## src/rtl/load_store_unit.sv

```systemverilog
`default_nettype none
// ============================================================================
// Module      : load_store_unit
// Description : RV32I load/store initiator for a word-wide BRAM port with
//               active-low strobes; handles lane extraction, sign/zero
//               extension and read-modify-write for sub-word stores.
// Revision    : 1.0 - initial release
// ============================================================================
module load_store_unit #(
  parameter int WORDS      = 10,
  parameter int DATA_WIDTH = 32
) (
  input  logic                  clk_i,
  input  logic                  reset_i,
  input  logic                  req_i,
  input  logic                  we_i,
  input  logic [2:0]            funct3_i,
  input  logic [31:0]           addr_i,
  input  logic [DATA_WIDTH-1:0] wdata_i,
  output logic [DATA_WIDTH-1:0] rdata_o,
  output logic                  done_o,
  output logic                  err_o,
  output logic                  busy_o,
  output logic [WORDS-1:0]      mem_addr_o,
  output logic [DATA_WIDTH-1:0] mem_data_o,
  output logic                  mem_wr_n_o,
  output logic                  mem_rd_n_o,
  input  logic [DATA_WIDTH-1:0] mem_data_i
);

  typedef enum logic [2:0] {
    IDLE   = 3'd0,
    LOAD   = 3'd1,
    STORE  = 3'd2,
    RMW_RD = 3'd3,
    RMW_WR = 3'd4,
    FAULT  = 3'd5
  } state_t;

  state_t      state;
  logic [2:0]  funct3_q;
  logic [1:0]  lane_q;
  logic [15:0] wdata_q;

  logic        legal;
  logic        misaligned;

  // Upper address bits are deliberately dropped so addresses wrap.
  logic        addr_unused;
  assign addr_unused = &{1'b0, addr_i[31:WORDS+2]};

  always_comb begin
    legal      = 1'b0;
    misaligned = 1'b0;
    if (we_i) begin
      legal = (funct3_i == 3'b000) || (funct3_i == 3'b001) || (funct3_i == 3'b010);
    end else begin
      legal = (funct3_i == 3'b000) || (funct3_i == 3'b001) || (funct3_i == 3'b010) ||
              (funct3_i == 3'b100) || (funct3_i == 3'b101);
    end
    if (funct3_i[1:0] == 2'b01) begin
      misaligned = addr_i[0];
    end else if (funct3_i[1:0] == 2'b10) begin
      misaligned = (addr_i[1:0] != 2'b00);
    end
  end

  function automatic logic [31:0] load_extract(input logic [31:0] word,
                                               input logic [2:0]  f3,
                                               input logic [1:0]  lane);
    logic [7:0]  b;
    logic [15:0] h;
    logic [31:0] r;
    b = word[{lane, 3'b000} +: 8];
    h = lane[1] ? word[31:16] : word[15:0];
    case (f3)
      3'b000:  r = {{24{b[7]}}, b};
      3'b001:  r = {{16{h[15]}}, h};
      3'b100:  r = {24'h000000, b};
      3'b101:  r = {16'h0000, h};
      default: r = word;
    endcase
    return r;
  endfunction

  function automatic logic [31:0] store_merge(input logic [31:0] word,
                                              input logic [2:0]  f3,
                                              input logic [1:0]  lane,
                                              input logic [15:0] wd);
    logic [31:0] r;
    r = word;
    if (f3 == 3'b000) begin
      r[{lane, 3'b000} +: 8] = wd[7:0];
    end else if (lane[1]) begin
      r[31:16] = wd;
    end else begin
      r[15:0] = wd;
    end
    return r;
  endfunction

  always_ff @(posedge clk_i) begin
    if (reset_i) begin
      state      <= IDLE;
      funct3_q   <= 3'b000;
      lane_q     <= 2'b00;
      wdata_q    <= 16'h0000;
      rdata_o    <= '0;
      done_o     <= 1'b0;
      err_o      <= 1'b0;
      busy_o     <= 1'b0;
      mem_addr_o <= '0;
      mem_data_o <= '0;
      mem_wr_n_o <= 1'b1;
      mem_rd_n_o <= 1'b1;
    end else begin
      done_o <= 1'b0;
      err_o  <= 1'b0;
      case (state)
        IDLE: begin
          if (req_i) begin
            mem_addr_o <= addr_i[WORDS+1:2];
            funct3_q   <= funct3_i;
            lane_q     <= addr_i[1:0];
            wdata_q    <= wdata_i[15:0];
            busy_o     <= 1'b1;
            if (!legal || misaligned) begin
              state <= FAULT;
            end else if (!we_i) begin
              state      <= LOAD;
              mem_rd_n_o <= 1'b0;
            end else if (funct3_i == 3'b010) begin
              state      <= STORE;
              mem_wr_n_o <= 1'b0;
              mem_data_o <= wdata_i;
            end else begin
              state      <= RMW_RD;
              mem_rd_n_o <= 1'b0;
            end
          end
        end
        LOAD: begin
          mem_rd_n_o <= 1'b1;
          rdata_o    <= load_extract(mem_data_i, funct3_q, lane_q);
          done_o     <= 1'b1;
          busy_o     <= 1'b0;
          state      <= IDLE;
        end
        STORE: begin
          mem_wr_n_o <= 1'b1;
          done_o     <= 1'b1;
          busy_o     <= 1'b0;
          state      <= IDLE;
        end
        RMW_RD: begin
          // Read strobe drops on the same edge the write strobe rises, so the two never overlap.
          mem_rd_n_o <= 1'b1;
          mem_wr_n_o <= 1'b0;
          mem_data_o <= store_merge(mem_data_i, funct3_q, lane_q, wdata_q);
          state      <= RMW_WR;
        end
        RMW_WR: begin
          mem_wr_n_o <= 1'b1;
          done_o     <= 1'b1;
          busy_o     <= 1'b0;
          state      <= IDLE;
        end
        FAULT: begin
          done_o <= 1'b1;
          err_o  <= 1'b1;
          busy_o <= 1'b0;
          state  <= IDLE;
        end
        default: begin
          mem_rd_n_o <= 1'b1;
          mem_wr_n_o <= 1'b1;
          busy_o     <= 1'b0;
          state      <= IDLE;
        end
      endcase
    end
  end

endmodule
`default_nettype wire

```

## config.mk

```make
export PLATFORM = sky130hd
export DESIGN_NAME = load_store_unit
export DESIGN_NICKNAME = d
export VERILOG_FILES = /design/src/rtl/load_store_unit.sv
export SDC_FILE = /design/constraint.sdc
export NUM_CORES = 1
export LEC_CHECK = 0
export CORE_MARGIN = 4
export CORE_UTILIZATION = 46
export DETAILED_ROUTE_END_ITERATION = 8
export PLACE_DENSITY = 0.8
export SYNTH_ARGS = -nofsm -noshare
export SYNTH_HDL_FRONTEND = slang
export SYNTH_SLANG_ARGS = --single-unit
```

## constraint.sdc

```tcl
create_clock -name clk_i -period 2.9 [get_ports clk_i]
set_input_delay 0.58 -clock clk_i [delete_from_list [all_inputs] [get_ports clk_i]]
set_output_delay 0.58 -clock clk_i [all_outputs]
set_load 0.01 [all_outputs]
```

# Word-level counts from Yosys, hierarchy flattened
# Index checks and enable logic that the tools add are counted.
word_totals:
  ff_bits: 103
  latchBits: 0
  ramBits: 0
  romBits: 0
  inputBits: 103
  out_inout_bits: 79
  wordCells: 90
  n_memories: 0
classes:
  add_sub_neg: 1
  mul: 0
  div: 0
  order_cmp: 0
  eq_ne: 19
  shifts: 3
  muxes: 33
  bitwise_logic: 3
  reduce_logical: 19
ops:
  columns: ["cell", "count"]
  rows:
  - ["$mux 32", 5]
  - ["$pmux 32 s4", 1]
  - ["$pmux 32 s2", 1]
  - ["$mux 16", 3]
  - ["$bwmux 32", 1]
  - ["$shift 8x7->32 const A", 1]
  - ["$shiftx 32x6->8", 1]
  - ["$shiftx 8x7->32", 1]
  - ["$eq 3x3->1 const B", 6]
  - ["$mux 1", 15]
  - ["$reduce_and 5->1", 2]
  - ["$eq 3x1->1 const B", 3]
  - ["$eq 3x2->1 const B", 3]
  - ["$logic_not 3->1", 3]
  - ["$ne 2x2->1 const B", 4]
  - ["$neg 5->7", 1]
  - ["$mux 3", 2]
  - ["$pmux 3 s2", 1]
  - ["$logic_or 1x1->1", 5]
  - ["$pmux 1 s2", 2]
  - ["$reduce_and 2->1", 2]
  - ["$reduce_and 4->1", 1]
  - ["$reduce_bool 2->1", 2]
  - ["$reduce_or 4->1", 1]
  - ["9 further kinds", 11]

# Longest topological paths before layout
depth:
  word_depth: 11
  depth_mapped: 8

# Least setup slack after synthesis
# Ideal clock, no wire load.
synth_path:
  path_type: "reg-to-reg"
  start: "register lane_q[1]"
  end: "register mem_data_o[24]"
  setup_ns: 0.103
  arrival_ns: 2.198
  path_slack_ns: 0.599
  stages_incl_launch_ff: 9
  cell_sequence: "dfxtp_1 -> buf_2 -> inv_1 -> ha_1 -> nor4bb_1 -> clkbuf_1 -> a21oi_1 -> mux2_2 -> a2111oi_2"
synth_via:
  elab_chain_len: 5
synth_lines:
  columns: ["element", "line_no", "text"]
  rows:
  - ["start, declared", "42", "logic [1:0] lane_q;"]
  - ["start signal, assigned", "124", "lane_q <= addr_i[1:0];"]
  - ["$neg 5->7", "93", "r[{lane, 3'b000} +: 8] = wd[7:0];"]
  - ["$shiftx 8x7->32 or $shift 8x7->32 (tied branches)", "93", null]
  - ["$bwmux 32", "93", null]
  - ["$mux 32 *", "92", "if (f3 == 3'b000) begin"]
  - ["$pmux 32 s2 *", "119", "case (state)"]
  - ["end signal, assigned", "135", "mem_data_o <= wdata_i;"]
  - ["end signal, assigned", "159", "mem_data_o <= store_merge(mem_data_i, funct3_q, lane_q, wdata_q);"]
  - ["end, declared", "25", "output logic [DATA_WIDTH-1:0] mem_data_o,"]
# Mark *: on every way between the ends. The rest lies on a longest branch, timed or not.
# A chain may end at the register's enable or synchronous reset.

# Worst setup path after layout
layout_path:
  start: "register lane_q[0]"
  end: "register mem_data_o[14]"
layout_via:
  elab_chain_len: 5
layout_lines:
  columns: ["element", "line_no"]
  rows:
  - ["$neg 5->7 *", "93"]
  - ["$shiftx 8x7->32 or $shift 8x7->32 (tied branches)", "93"]
  - ["$bwmux 32 *", "93"]
  - ["$mux 32 *", "92"]
  - ["$pmux 32 s2 *", "119"]
# Marked as above.

==> results.json <==
{
  "status": "finished, final reports clean",
  "postSynthCellCount": 635,
  "n_antenna_cell": 0,
  "rsz0062_at_grt": "false",
  "yosys.area.top_type": "dfxtp_1",
  "post_drt_wl_per_cell_um": 19.1,
  "design_area_um2": 7300,
  "synth_edf_count": 0,
  "cts_made_buffers": 9,
  "r2r_start": "lane_q[0]",
  "cts_setup_buffers": 0,
  "clkTransAtPathRegs_ns": 0.07,
  "htree_levels": 3,
  "slew-limit-headroom_pct": 50.8,
  "reg2reg_slack_ns": 0.31,
  "ys_seq_elements": 103,
  "syn_area_um2": 5310,
  "syn_to_final_growth_pct": 37.4,
  "crit_path_start_kind": "flip-flop",
  "synthDistinctLibCells": 44,
  "dp_cells": 896,
  "dieWidth_um": 115,
  "clock_path_buffers": 2,
  "multi_input_area_um2": 3000,
  "dp_hpwl_um": 12600,
  "fillers": 943,
  "yosys.area_share.xor_xnor_pct": 0.165,
  "drt_pass1_iterations": 5,
  "synth.top_cell.area_share_pct": 38.8,
  "startpoint": "lane_q[0]",
  "crit_end": "mem_data_o[14]",
  "start_util_pct": 48.0,
  "worstSetupPathType": "reg -> reg",
  "wirelength_um": 17400,
  "grt-ovfl-total": 0,
  "via_per_inst": 5.92,
  "insertion_delay_ns": 0.35,
  "nets": 875,
  "postPlaceCellArea_um2": 7020,
  "grt_pass1_wl_um": 26800,
  "ant_nets": 0,
  "layout_setup_ws_ns": 0.310,
  "min_path_type": "reg -> reg",
  "r2r_cells": 6,
  "clock_skew_ns": 0.00907,
  "fin_setup_tns_ns": 0,
  "seq_area_um2": 2060,
  "p_leak_nw": 2.54,
  "grt_pass1_vias": 5094,
  "max-vdd-ir-drop_mv": 0.249,
  "synthAdderAreaFrac_pct": 1.18,
  "grt_usage_pct": 25.3,
  "setup.worst_path.end_class": "flip-flop",
  "drcViolationCount": 0,
  "drive_gt1_share_pct": 9.72,
  "fin_cells": 912,
  "yosysMostFrequentCell": "dfxtp_1",
  "p_total_mw": 3.49,
  "avgSynthCellArea_um2": 8.37,
  "ys_warn_count": 0,
  "drt_iter0_drc": 609,
  "required_ns": 3.14,
  "drv_slew": 0,
  "std_cell_rows": 38,
  "synthSimpleGateAreaFrac_pct": 23.6,
  "io_pins": 182,
  "die_area_um2": 13300,
  "vias": 5400,
  "die_h_um": 115,
  "fp.coreArea_um2": 11100,
  "holdBufCountCts": 0,
  "io_buffers": 161,
  "synthArstFlopShare_pct": 0,
  "whs_ns": 0.454,
  "finalHoldViolations": 0,
  "period_minus_slack_ns": 2.59,
  "worstMarginPinSlew_ns": 0.738,
  "clockRootBuffer": "clkbuf_16",
  "synth_top_family_by_area": "simple AND/OR/NAND/NOR gates",
  "crit_fanout": 17,
  "dp_worst_setup_slack_ns": 0.166,
  "clkSinkCount": 103,
  "power_density_nw_per_um2": 478,
  "synthTopCellsByCount": "dfxtp_1, nand2_1, a21oi_1, nor2_1, clkbuf_1",
  "synth.area.top_cells": "dfxtp_1, nand2_1, a21oi_1",
  "setup_viol": 0,
  "gp_congestion": 0.887,
  "synth_mux_area_share_pct": 9.37,
  "antenna_found_initial": 0,
  "r2r_end": "mem_data_o[14]",
  "synth_compound_area_share_pct": 21.8,
  "syn_nets": 743,
  "synth_ff_type": "dfxtp_1",
  "utilization_pct": 65.9,
  "drv_cap": 0,
  "grt_start_max_net_pins": 53,
  "ys_seq_area_share_pct": 38.8,
  "arrival_ns": 2.83,
  "cts_tree": "done",
  "period_share_pct": 89.3,
  "cts-resized-gates": 0,
  "fmax_ghz": 0.386
}
-- critical path: stages (launching register included) --
cell	delay [ns]
dfxtp_1	0.70
inv_1	0.18
ha_1	0.37
and4b_1	0.42
a21oi_1	0.12
mux2_2	0.31
a2111oi_2	0.37
-- worst min-delay path by stage --
stage,startpoint,endpoint,slack (ns),cells after the start
global route,mem_addr_o[5],mem_addr_o[5],0.49,2
global placement,mem_addr_o[0],mem_addr_o[0],0.44,2
CTS,mem_addr_o[6],mem_addr_o[6],0.46,2
detailed placement,mem_addr_o[6],mem_addr_o[6],0.45,2
finish,mem_addr_o[6],mem_addr_o[6],0.45,2
floorplan,wdata_q[10],wdata_q[10],0.45,2
-- layer usage --
layer	up-vias	share of wire, %	GRT usage [%]
met5	-	0	0
met4	0	2.8	10.2
met3	37	6.8	3.97
met2	224	48	42.3
met1	2560	42	32.8
li1	2579	-	-
-- power breakdown --
part / switching, mW / internal [mW]
combinational: 0.386 / 0.383
clock: 0.557 / 0.613
sequential: 0.0626 / 1.49
-- layout by cell type (no fill, tap or decap), types with 3 or more instances in the layout --
| cell | n |
|---|---|
| nor4bb_1 | 8 |
| inv_1 | 4 |
| clkbuf_16 | 9 |
| nand2b_1 | 5 |
| mux2i_1 | 25 |
| nor2b_1 | 16 |
| a2111oi_2 | 13 |
| nor3b_1 | 3 |
| o21ai_0 | 10 |
| nor4_1 | 16 |
| a2111oi_0 | 3 |
| and2_1 | 3 |
| mux2_2 | 20 |
| dfxtp_1 | 103 |
| a21oi_1 | 63 |
| o22a_1 | 7 |
| a221oi_1 | 19 |
| buf_4 | 17 |
| nor2_1 | 62 |
| a211oi_1 | 34 |
| ha_1 | 5 |
| nand2_1 | 88 |
| nand3b_1 | 6 |
| nor3_1 | 38 |
| o22ai_1 | 3 |
| clkdlybuf4s50_1 | 160 |
-- cells by family after synthesis --
kind of cell / after synthesis
AND/OR/NAND/NOR: 257
flip-flops: 103
buffers and inverters: 62
XOR/XNOR: 1
adder cells (fa/ha/maj): 5
multiplexers: 46
AO/OA/AOI/OAI: 161
-- flip-flops by register name, indices dropped and copies added, names as in the netlist --
register and flops:
mem_data_o 32, rdata_o 32, wdata_q 16, done_o 1
funct3_q 3, busy_o 1, mem_addr_o 10, mem_rd_n_o 1
mem_wr_n_o 1, state 3, err_o 1, lane_q 2
-- final cells by class --
type	count	area share (%)
Tap cell	140	2.40
Clock buffer	11	3.32
Clock inverter	5	0.566
Timing Repair Buffer	179	24.2
Multi-Input combinational cell	470	41.0
Sequential cell	103	28.2
Inverter	4	0.206
Note: power is estimated with default switching activity, not from simulation.
